### config.mk
export PLATFORM = sky130hd
export DESIGN_NAME = traffic_phase_fsm
export DESIGN_NICKNAME = d
export VERILOG_FILES = /design/src/rtl/traffic_phase_fsm.sv
export SDC_FILE = /design/constraint.sdc
export NUM_CORES = 1
export LEC_CHECK = 0
export ABC_AREA = 1
export CAP_MARGIN = 20
export CORE_MARGIN = 5
export CORE_UTILIZATION = 54
export DETAILED_ROUTE_END_ITERATION = 8
export DONT_BUFFER_PORTS = 1
export GPL_TIMING_DRIVEN = 0
export MAX_ROUTING_LAYER = met4
export PLACE_DENSITY = 0.74
export SYNTH_ARGS = -nofsm -noshare
export SYNTH_HDL_FRONTEND = slang
export SYNTH_SLANG_ARGS = --single-unit
### constraint.sdc
create_clock -name clk -period 2.35 [get_ports clk]
set_input_delay 0.705 -clock clk [delete_from_list [all_inputs] [get_ports clk]]
set_output_delay 0.705 -clock clk [all_outputs]
set_load 0.02 [all_outputs]
### src/rtl/traffic_phase_fsm.sv
// traffic_phase_fsm
//   Phase sequencer for a single-approach traffic signal. A prescaler
//   derives a 1 s tick from clk; the FSM steps RED -> GREEN -> YELLOW,
//   lets a pedestrian request shorten green once a minimum green has
//   elapsed, and supports a maintenance flashing-yellow override.
//
// Ports
//   clk       in   system clock
//   reset     in   asynchronous, active-low reset (returns to INIT)
//   ped_req   in   pedestrian push-button, asynchronous level
//   flash_en  in   maintenance flash request, asynchronous level
//   lamp      out  [2:0] active-low lamps: bit2 red, bit1 yellow, bit0 green
//   ped_walk  out  walk indication, high while in RED
//   phase     out  [1:0] 0 INIT, 1 RED, 2 GREEN, 3 YELLOW/FLASH
//   sec_left  out  [7:0] seconds remaining in phase, 0 in INIT/FLASH
module traffic_phase_fsm #(
  parameter int unsigned TICK_DIV    = 48000000,
  parameter int unsigned RED_S       = 15,
  parameter int unsigned GREEN_S     = 20,
  parameter int unsigned YELLOW_S    = 3,
  parameter int unsigned MIN_GREEN_S = 5
) (
  input  logic       clk,
  input  logic       reset,
  input  logic       ped_req,
  input  logic       flash_en,
  output logic [2:0] lamp,
  output logic       ped_walk,
  output logic [1:0] phase,
  output logic [7:0] sec_left
);

  typedef enum logic [2:0] {
    ST_INIT,
    ST_RED,
    ST_GREEN,
    ST_YELLOW,
    ST_FLASH
  } state_t;

  localparam logic [31:0] TICK_LAST  = 32'(TICK_DIV - 1);
  localparam logic [7:0]  RED_LEN    = 8'(RED_S);
  localparam logic [7:0]  GREEN_LEN  = 8'(GREEN_S);
  localparam logic [7:0]  YELLOW_LEN = 8'(YELLOW_S);
  // Highest sec_left at which a pending pedestrian request may end green.
  localparam logic [7:0]  CUT_AT     = 8'(GREEN_S - MIN_GREEN_S + 1);

  localparam logic [2:0] LAMP_OFF    = 3'b111;
  localparam logic [2:0] LAMP_RED    = 3'b011;
  localparam logic [2:0] LAMP_GREEN  = 3'b110;
  localparam logic [2:0] LAMP_YELLOW = 3'b101;

  state_t      state_q, state_d;
  logic [31:0] cnt_q, cnt_d;
  logic        ped_pending_q, ped_pending_d;
  logic [2:0]  lamp_q, lamp_d;
  logic        ped_walk_q, ped_walk_d;
  logic [1:0]  phase_q, phase_d;
  logic [7:0]  sec_left_q, sec_left_d;

  logic ped_s1_q, ped_s2_q, ped_prev_q;
  logic flash_s1_q, flash_s2_q;

  logic tick;
  logic ped_rise;
  logic entering;

  // Synchronisers keep sampling while reset is held, so a flash request
  // present across reset release is already settled when INIT decides and
  // the block goes straight to FLASH without showing RED.
  always_ff @(posedge clk) begin
    ped_s1_q   <= ped_req;
    ped_s2_q   <= ped_s1_q;
    ped_prev_q <= ped_s2_q;
    flash_s1_q <= flash_en;
    flash_s2_q <= flash_s1_q;
  end

  always_ff @(posedge clk or negedge reset) begin
    if (!reset) begin
      state_q       <= ST_INIT;
      cnt_q         <= '0;
      ped_pending_q <= 1'b0;
      lamp_q        <= LAMP_OFF;
      ped_walk_q    <= 1'b0;
      phase_q       <= 2'd0;
      sec_left_q    <= '0;
    end else begin
      state_q       <= state_d;
      cnt_q         <= cnt_d;
      ped_pending_q <= ped_pending_d;
      lamp_q        <= lamp_d;
      ped_walk_q    <= ped_walk_d;
      phase_q       <= phase_d;
      sec_left_q    <= sec_left_d;
    end
  end

  always_comb begin
    tick     = (cnt_q == TICK_LAST);
    ped_rise = ped_s2_q & ~ped_prev_q;

    state_d = state_q;
    unique case (state_q)
      ST_INIT:   state_d = ST_RED;
      ST_RED:    if (tick && sec_left_q == 8'd1) state_d = ST_GREEN;
      ST_GREEN:  if (tick && (sec_left_q == 8'd1 ||
                              (ped_pending_q && sec_left_q <= CUT_AT)))
                   state_d = ST_YELLOW;
      ST_YELLOW: if (tick && sec_left_q == 8'd1) state_d = ST_RED;
      ST_FLASH:  if (!flash_s2_q) state_d = ST_RED;
      default:   state_d = ST_INIT;
    endcase
    if (flash_s2_q) state_d = ST_FLASH;

    entering = (state_d != state_q);
    cnt_d    = (entering || tick) ? '0 : cnt_q + 32'd1;

    // Clearing whenever the next state is RED/FLASH also swallows presses
    // made during RED.
    ped_pending_d = ped_pending_q;
    if (state_d == ST_RED || state_d == ST_FLASH) ped_pending_d = 1'b0;
    else if (ped_rise)                            ped_pending_d = 1'b1;

    lamp_d     = LAMP_OFF;
    ped_walk_d = 1'b0;
    phase_d    = 2'd0;
    sec_left_d = '0;
    unique case (state_d)
      ST_INIT: ;
      ST_RED: begin
        lamp_d     = LAMP_RED;
        ped_walk_d = 1'b1;
        phase_d    = 2'd1;
        sec_left_d = entering ? RED_LEN : (tick ? sec_left_q - 8'd1 : sec_left_q);
      end
      ST_GREEN: begin
        lamp_d     = LAMP_GREEN;
        phase_d    = 2'd2;
        sec_left_d = entering ? GREEN_LEN : (tick ? sec_left_q - 8'd1 : sec_left_q);
      end
      ST_YELLOW: begin
        lamp_d     = LAMP_YELLOW;
        phase_d    = 2'd3;
        sec_left_d = entering ? YELLOW_LEN : (tick ? sec_left_q - 8'd1 : sec_left_q);
      end
      ST_FLASH: begin
        phase_d = 2'd3;
        if (entering)  lamp_d = LAMP_YELLOW;
        else if (tick) lamp_d = lamp_q ^ 3'b010;
        else           lamp_d = lamp_q;
      end
      default: ;
    endcase
  end

  assign lamp     = lamp_q;
  assign ped_walk = ped_walk_q;
  assign phase    = phase_q;
  assign sec_left = sec_left_q;

endmodule
==> impl_metrics.toml, run 1 <==
[critical_path]
critPathTopFamily = "simple AND/OR/NAND/NOR gates"
slowest_stage = "dfrtp_1"
startpoint = "cnt_q[0]"
cp.arrival_ps = 2370
crit_path_max_fanout = 10
cp_num_buf_inv = 2
path_cells = "ha_1, nand2_1, nor2_2, nand2_2, inv_1, nand2_1, nor2_4, nand3_2, nand3_2, nand2_4, nand2_2, nand4_4, buf_6, nor3b_2"
cp.required_ps = 2590
end_kind = "register"
startpoint_type = "register"
r2r_start = "cnt_q[0]"
worst-setup-path-type = "reg2reg"
slowest_delay_ps = 380

[floorplanning]
start_util = 0.550
row_count = 27
die_area_um2 = 7130
die_y_um = 84.5
die_w_um = 84.5
core_area_um2 = 5440
io_pins = 18

[synth]
synth-compound-area-share = 0.0309
synthFlopType = "dfrtp_1"
ys_seq_area_frac = 0.453
synth_fp_nets = 390
synth_top_family_by_area = "simple AND/OR/NAND/NOR gates"
synth.yosys.warnings = 0
yosysTopAreaCell = "dfrtp_1"
synth-seq-cells = 55
yosysUniqueCellTypes = 34
yosys-top-cells-count = "82 x nor2_1, 70 x nand2_1, 50 x inv_1"
async_flop_share = 0.909
synth-xor-area-share = 0.0702
netlist_area_um2 = 2990
synth.most_common_cell = "nor2_1"
synth_edf_count = 0
synth_top_cells_by_area = "dfrtp_1 39%, nor2_1 10%, nand2_1 8.8%"
synth-adder-area-share = 0.0167
synth-simple-area-share = 0.356
syn-instance-count = 382
avgSynthCellArea_um2 = 7.84
yosysTopAreaCellShare = 0.393
synthMuxAreaShare = 0

[power_and_ir_drop]
power_density_nw_per_um2 = 524
p_leak_uw = 0.00139
vdd.ir_drop.worst_uv = 339

[drt]
wirelength_um = 5790
via_per_inst = 5.06
ant_nets = 0
drtIter0Drc = 170
vias = 2336
wl_per_cell_um = 12.5
dr.pass1.iters = 4
drc_errors = 0

[timing]
fin_crit_ps = 2130
whs_ps = 69.8
period_share = 0.905
hold_violations = 0
timing.fmax_ghz = 0.470
worstMarginPinSlew_ps = 480
clock_skew_ps = 10.7
rsz0062_at_grt = "false"
setup_viol = 0
maxSlewHeadroom = 0.677
setup_tns_ps = 0
slew_violations = 0

[clock_network]
cts_buffers = 5
root_buffer = "clkbuf_8"
path_clk_slew_ps = 110
clock_path_buffers = 2
clock_latency_ps = 310
cts_tree = "built"
hold_buffers = 0
h-tree-depth = 2
cts.sinks = 55

[cells_and_area]
syn2layout_area_growth_pct = 7.31
nNetsFinal = 397
drive_above_1_share = 0.123
design_area_um2 = 3210
antenna_cells = 0

[grt]
grt_max_degree = 51
grt.overflow.total = 0
grt_pass1_wl_um = 10300
track_usage = 0.181
antenna_found_initial = 0
grt_pass1_vias = 2330

[placement]
placedInstanceArea_um2 = 3080
globalplace.congestion = 0.901
place_hpwl_um = 4230
io_buffer_count = 0

[worst_hold_path]
worst_hold_path_type = "in2async"

[flow_run]
drv_cap = 0

[outcome]
run_status = "completed"
==> cell usage in the layout (no fill, tap or decap), types with 2 or more instances in the layout <==
| cell type | synthesis | final |
|---|---|---|
| nand2_4 | 1 | 2 |
| nor2_2 | 2 | 4 |
| dfxtp_1 | 5 | 5 |
| nand3_2 | 3 | 3 |
| inv_2 | 1 | 3 |
| nand2_2 | 7 | 6 |
| o21ai_0 | 2 | 2 |
| nor2_1 | 82 | 80 |
| nand2_1 | 70 | 70 |
| nor3b_1 | 2 | 2 |
| dfrtp_1 | 47 | 46 |
| nor3_2 | 6 | 7 |
| or2_2 | 2 | 2 |
| clkbuf_8 | 0 | 5 |
| nor3_1 | 16 | 15 |
| dfstp_2 | 3 | 3 |
| nor4_1 | 6 | 6 |
| buf_6 | 1 | 2 |
| xnor2_1 | 5 | 5 |
| inv_6 | 0 | 2 |
| ha_1 | 4 | 4 |
| nand4_1 | 10 | 10 |
| a21oi_2 | 2 | 2 |
| a21oi_1 | 9 | 9 |
| nand3_1 | 17 | 16 |
| inv_1 | 50 | 48 |
| xor2_1 | 19 | 19 |
==> cells by family (layout without fill, tap and decap cells) <==
kind of cell             count (synthesis)  in the layout
buffers and inverters                   56             64
AND/OR/NAND/NOR                        227            227
AO/OA/AOI/OAI                           16             16
adder cells (fa/ha/maj)                  4              4
flip-flops                              55             55
XOR/XNOR                                24             24
==> state kept, by name (all words and copies together) (netlist names) <==
register / cells
cnt_q: 32
flash_s1_q: 1
flash_s2_q: 1
lamp: 3
ped_pending_q: 1
ped_prev_q: 1
ped_s1_q: 1
ped_s2_q: 1
ped_walk: 1
phase: 2
sec_left: 8
state_q: 3
==> layer usage <==
| layer | global-route usage | wire (µm) | share of wire |
|---|---|---|---|
| met1 | 0.228 | 2730 | 0.47 |
| met2 | 0.303 | 2810 | 0.49 |
| met3 | 0.0353 | 220 | 0.038 |
| met4 | 0.0388 | 26 | 0.0045 |
| met5 | - | 0 | 0 |
==> worst reg2reg max path, stage by stage (launching register included) <==
cell	delay [ps]
dfrtp_1	380
ha_1	170
nand2_1	80
nor2_2	120
nand2_2	100
inv_1	70
nand2_1	80
nor2_4	160
nand3_2	80
nand3_2	100
nand2_4	90
nand2_2	120
nand4_4	150
buf_6	200
nor3b_2	150
==> cell type report <==
class,count,area [µm²]
plain buffers,4,33.8
clock buffers,5,68.8
clock inverters,3,22.5
fillers,508,2230
inverters,52,195
multi-input cells,271,1450
flip-flops and latches,55,1360
well taps,72,90.1
==> final timing paths <==
path / cells after the start / slack [ps] / endpoint
max: 14 / 220 / cnt_q[24]
min: 0 / 70 / sec_left[6]
max reg2reg: 14 / 220 / cnt_q[24]
min reg2reg: 0 / 340 / flash_s2_q
max in group asynchronous: 0 / 2090 / lamp[1]
min in group clk: 0 / 340 / flash_s2_q
==> repair_timing <==
item	4_1_cts	5_1_grt
setup endpoints to repair	0	44
resized for setup	0	14
buffers inserted	0	0
hold endpoints to repair	0	0
==> power by group <==
part	switching (µW)	internal, µW
combinational	89.3	44.4
clock	326	216
sequential	37.1	972
total	453	1230
==> metrics by stage <==
step / setup WS [ps] / instances / power [µW] / util
2_1_floorplan: 430 / 382 / 1120 / -
5_1_grt: 3.82 / 462 / 1760 / 0.591
4_1_cts: 76.6 / 462 / 1690 / 0.584
3_3_place_gp: 148 / 454 / 1150 / 0.567
3_5_place_dp: 109 / 454 / 1150 / 0.567
6_report: 224 / 462 / 1690 / 0.591
(Power assumes the default switching activity.)
==> run 2, diff against run 1 <==
--- a/config.mk
+++ b/config.mk
@@ -13,7 +13,7 @@
 export DONT_BUFFER_PORTS = 1
 export GPL_TIMING_DRIVEN = 0
 export MAX_ROUTING_LAYER = met4
-export PLACE_DENSITY = 0.74
+export PLACE_DENSITY = 0.77
 export SYNTH_ARGS = -nofsm -noshare
 export SYNTH_HDL_FRONTEND = slang
 export SYNTH_SLANG_ARGS = --single-unit
==> run 2 against run 1 <==
Compared with the run above:
- critical path depth is the same
- clock power shrank 1%
- clock-buffer cell count grew 1
- hold slack lost 3.1 ps
- non-clock buffer count grew 6
- critical path type unchanged
- largest cell class unchanged
==> impl_metrics.toml, run 2 (synthesis gave the netlist of run 1 again) <==
[timing]
maxSlewHeadroom = 0.659
fin_crit_ps = 2250
slew_violations = 0
layout_setup_ws_ps = 103
period_share = 0.956
worstMarginPinSlew_ps = 507
clock_skew_ps = 17.1
hold_violations = 0
timing.fmax_ghz = 0.445
setup_viol = 0

[worst_hold_path]
worst_hold_path_type = "in2async"

[drt]
top_layer = "met4"
wirelength_um = 6060
vias = 2410
dr.pass1.iters = 4
wl_met3_um = 210
ant_nets = 0
drtIter0Drc = 167
drc_errors = 0
wl_per_cell_um = 12.9
wl_met1_um = 2800
via_per_inst = 5.15
wl_met2_um = 2950

[cells_and_area]
largest_reg_flops = 32
drive_above_1_share = 0.136
antenna_cells = 0
syn2layout_area_growth_pct = 10.2
final_cell_mix = "78 x nor2_1, 70 x nand2_1, 49 x inv_1, 46 x dfrtp_1, 19 x xor2_1"
nNetsFinal = 403
final_common_cell = "nor2_1"
nFillCells = 482
regMostFlops = "cnt_q"

[power_and_ir_drop]
vdd.ir_drop.worst_uv = 428
finalPower_uw = 1700
p_leak_uw = 0.00143
power_density_nw_per_um2 = 516

[flow_run]
drv_cap = 0

[clock_network]
cts_tree = "built"
path_clk_slew_ps = 110
clock_latency_ps = 320
h-tree-depth = 2
clock_path_buffers = 2
root_buffer = "clkbuf_8"
cts.sinks = 55
cts_buffers = 5

[grt]
grt_pass1_wl_um = 10100
grt.overflow.total = 0
track_usage = 0.179
antenna_found_initial = 0
grt_max_degree = 51
grt_pass1_vias = 2244

[floorplanning]
start_util = 0.550
io_pins = 18
die_area_um2 = 7130
die_w_um = 84.5
row_count = 27
die_y_um = 84.5
core_area_um2 = 5440

[outcome]
run_status = "completed"

[critical_path]
cp.required_ps = 2580
startpoint_type = "register"
cp.arrival_ps = 2480
end_kind = "register"
worst-setup-path-type = "reg2reg"
crit_path_max_fanout = 7

[placement]
io_buffer_count = 0
globalplace.congestion = 0.925
place_hpwl_um = 4340
dp_slack_ps = 24.2
## run 2: critical path, stage by stage (launching register included)
cell and delay, ps:
dfrtp_1 380, ha_1 180, nand2_1 90, nor2_2 180
nand2_2 120, inv_1 60, nand2_1 80, nor2_4 140
nand3_2 80, nand3_2 120, nand2_4 80, nand2_4 100
nand4_4 200, buf_4 200, nor3b_1 160
## run 2: timing repair
item / 4_1_cts / 5_1_grt
resized for setup: 1 / 18
setup buffers: 0 / 5
hold buffers: 0 / 0
pin swaps: 0 / 4
gates cloned: 0 / 1
endpoints found under the setup margin: 19 / 42
## run 2: per-stage QoR
stage | hold WS [ps] | TNS [ps] | cell area [µm²] | util | cells
finish | 66.7 | 0 | 3300 | 0.606 | 468
global route | 37.0 | -163 | 3300 | 0.606 | 468
CTS | 54.9 | 0 | 3170 | 0.584 | 462
detailed placement | 314 | 0 | 3080 | 0.567 | 454
global placement | 311 | 0 | 3080 | 0.567 | 454
floorplan | 310 | 0 | 2990 | - | 382
## run 2: routing by layer
metal	vias up	GRT usage
li1	1231	-
met1	1134	0.224
met2	35	0.288
met3	10	0.0471
met4	0	0.0532
met5	-	-
## run 2: path summary, 6_finish.rpt
kind / startpoint / to / slack, ps / cells after the start
setup / recovery: cnt_q[0] / cnt_q[3] / 100 / 14
max in group asynchronous: reset / lamp[0] / 2100 / 0
hold / removal: reset / cnt_q[30] / 70 / 0
hold reg to reg: flash_s1_q / flash_s2_q / 340 / 0
min in group clk: flash_s1_q / flash_s2_q / 340 / 0
setup reg to reg: cnt_q[0] / cnt_q[3] / 100 / 14
## run 2: power by group
part | internal, µW | switching [µW] | total, µW | leakage, µW
sequential | 972 | 37.3 | 1010 | 0.000712
combinational | 60.3 | 96.5 | 157 | 0.000680
clock | 215 | 321 | 536 | 0.0000418
## run 2: cell type report
type | instances | area, µm² | area share
multi-input cells | 271 | 1460 | 0.444
flip-flops and latches | 55 | 1360 | 0.411
inverters | 52 | 195 | 0.0592
well taps | 72 | 90.1 | 0.0273
clock buffers | 6 | 72.6 | 0.0220
repair buffers | 6 | 62.6 | 0.0190
plain buffers | 4 | 41.3 | 0.0125
clock inverters | 2 | 16.3 | 0.00493
==> run 3, diff against run 2 <==
--- a/config.mk
+++ b/config.mk
@@ -9,11 +9,13 @@
 export CAP_MARGIN = 20
 export CORE_MARGIN = 5
 export CORE_UTILIZATION = 54
+export CTS_CLUSTER_DIAMETER = 150
 export DETAILED_ROUTE_END_ITERATION = 8
 export DONT_BUFFER_PORTS = 1
 export GPL_TIMING_DRIVEN = 0
 export MAX_ROUTING_LAYER = met4
 export PLACE_DENSITY = 0.77
+export REMOVE_ABC_BUFFERS = 1
 export SYNTH_ARGS = -nofsm -noshare
 export SYNTH_HDL_FRONTEND = slang
 export SYNTH_SLANG_ARGS = --single-unit
==> constraint.sdc (replaced) <==
create_clock -name clk -period 2.35 [get_ports clk]
set_input_delay 0.705 -clock clk [delete_from_list [all_inputs] [get_ports clk]]
set_output_delay 0.705 -clock clk [all_outputs]
set_load 0.005 [all_outputs]
==> run 3 against run 2 <==
Compared with the run above:
- routed wire length decreased by 1.4%
- sequential share of layout area increased by 0.31 points
- critical path depth decreased by 1
- design area decreased by 0.83%
- sequential power about the same
- power increased by 3.6%
- combinational power decreased by 9.6%
- clock-buffer cell count decreased by 1
- final cell count decreased by 1.3%
- critical path type unchanged
- largest power group unchanged
- highest routed layer unchanged
==> impl_metrics.toml, run 3 (synthesis gave the netlist of run 1 again) <==
[outcome]
run_status = "completed"

[cells_and_area]
regMostFlops = "cnt_q"
antenna_cells = 0
final_common_cell = "nor2_1"
final_cell_mix = "77 x nor2_1, 70 x nand2_1, 49 x inv_1, 47 x dfrtp_1, 19 x xor2_1"
drive_above_1_share = 0.128
syn2layout_area_growth_pct = 9.24
fin_cells = 462
final_core_util = 0.601
largest_reg_flops = 32
nNetsFinal = 397

[drt]
drtIter0Drc = 147
drc_errors = 0
dr.pass1.iters = 4
ant_nets = 0
wl_per_cell_um = 12.9
vias = 2415
wirelength_um = 5970
via_per_inst = 5.23

[grt]
met3_usage = 0.0383
grt.overflow.total = 0
grt_pass1_vias = 2297
grt_max_degree = 51
use_met2 = 0.303
busiest_layer = "met2"
grt_pass1_wl_um = 10400
antenna_found_initial = 0
grtUsageMet1 = 0.231
track_usage = 0.183

[critical_path]
crit_path_max_fanout = 16
startpoint_type = "register"
cp.arrival_ps = 2410
cp.required_ps = 2580
worst-setup-path-type = "reg2reg"
end_kind = "register"

[timing]
whs_ps = 77.3
maxSlewHeadroom = 0.718
layout_setup_ws_ps = 162
hold_violations = 0
worstMarginPinSlew_ps = 419
clock_skew_ps = 13.9
slew_violations = 0
period_share = 0.931
fin_crit_ps = 2190
timing.fmax_ghz = 0.457
setup_viol = 0
rsz0062_at_grt = "true"

[placement]
globalplace.congestion = 0.902
dp_cells = 450
place_hpwl_um = 4180
io_buffer_count = 0
dp_slack_ps = -134

[clock_network]
root_buffer = "clkbuf_8"
cts_buffers = 5
path_clk_slew_ps = 110
cts_tree = "built"
cts.sinks = 55
h-tree-depth = 2
hold_buffers = 0
clock_latency_ps = 310
clock_path_buffers = 2

[floorplanning]
die_w_um = 84.5
die_area_um2 = 7130
row_count = 27
core_area_um2 = 5440
io_pins = 18
start_util = 0.550
die_y_um = 84.5

[worst_hold_path]
worst_hold_path_type = "in2async"

[flow_run]
drv_cap = 0

[power_and_ir_drop]
p_leak_uw = 0.00141
vdd.ir_drop.worst_uv = 253
power_density_nw_per_um2 = 539
[run 3: path summary, 6_finish.rpt]
| check | start | end | slack [ps] | depth (start not counted) |
|---|---|---|---|---|
| setup / recovery | cnt_q[0] | cnt_q[31] | 160 | 13 |
| min in group clk | ped_s1_q | ped_s2_q | 330 | 0 |
| max in group asynchronous | reset | lamp[1] | 2070 | 0 |
| setup reg to reg | cnt_q[0] | cnt_q[31] | 160 | 13 |
| hold reg to reg | ped_s1_q | ped_s2_q | 330 | 0 |
| hold / removal | reset | cnt_q[28] | 80 | 0 |
[run 3: per-stage QoR]
step / instance area, µm² / setup TNS, ps / total power (µW)
6_report: 3270 / 0 / 1760
5_1_grt: 3270 / -115 / 1850
4_1_cts: 3200 / -38.9 / 1760
3_5_place_dp: 3060 / -885 / 1130
3_3_place_gp: 3060 / -516 / 1120
2_1_floorplan: 2970 / 0 / 1100
[run 3: cell type report]
class	count	area [µm²]
multi-input cells	272	1480
repair buffers	3	35.0
flip-flops and latches	55	1360
inverters	52	195
clock buffers	5	68.8
well taps	72	90.1
clock inverters	3	43.8
fillers	470	2170
[run 3: repair_timing]
item,4_1_cts,5_1_grt
pin swaps,0,1
gates cloned,1,0
setup buffers,0,3
setup endpoints to repair,33,44
gates resized for setup,2,11
[run 3: critical path, stage by stage, from the launching register on]
cell     delay (ps)
dfrtp_1         380
ha_1            170
nand2_1          80
nor2_2          130
nand2_2         120
inv_1            70
nand2_1          80
nor2_4          180
nand3_2          90
nand3_2         110
nand2_4         100
nand2_4         130
nand4_4         270
nor2_1          210
[run 3: layer usage]
metal	vias up	routed length, µm
li1	1222	-
met1	1128	2780
met2	54	2870
met3	11	236
met4	0	90
met5	-	0
[run 3: report_power, final]
group | internal [µW] | switching, µW | leakage, µW
clock | 318 | 310 | 0.0000581
sequential | 971 | 22.3 | 0.000714
combinational | 48.0 | 93.5 | 0.000638
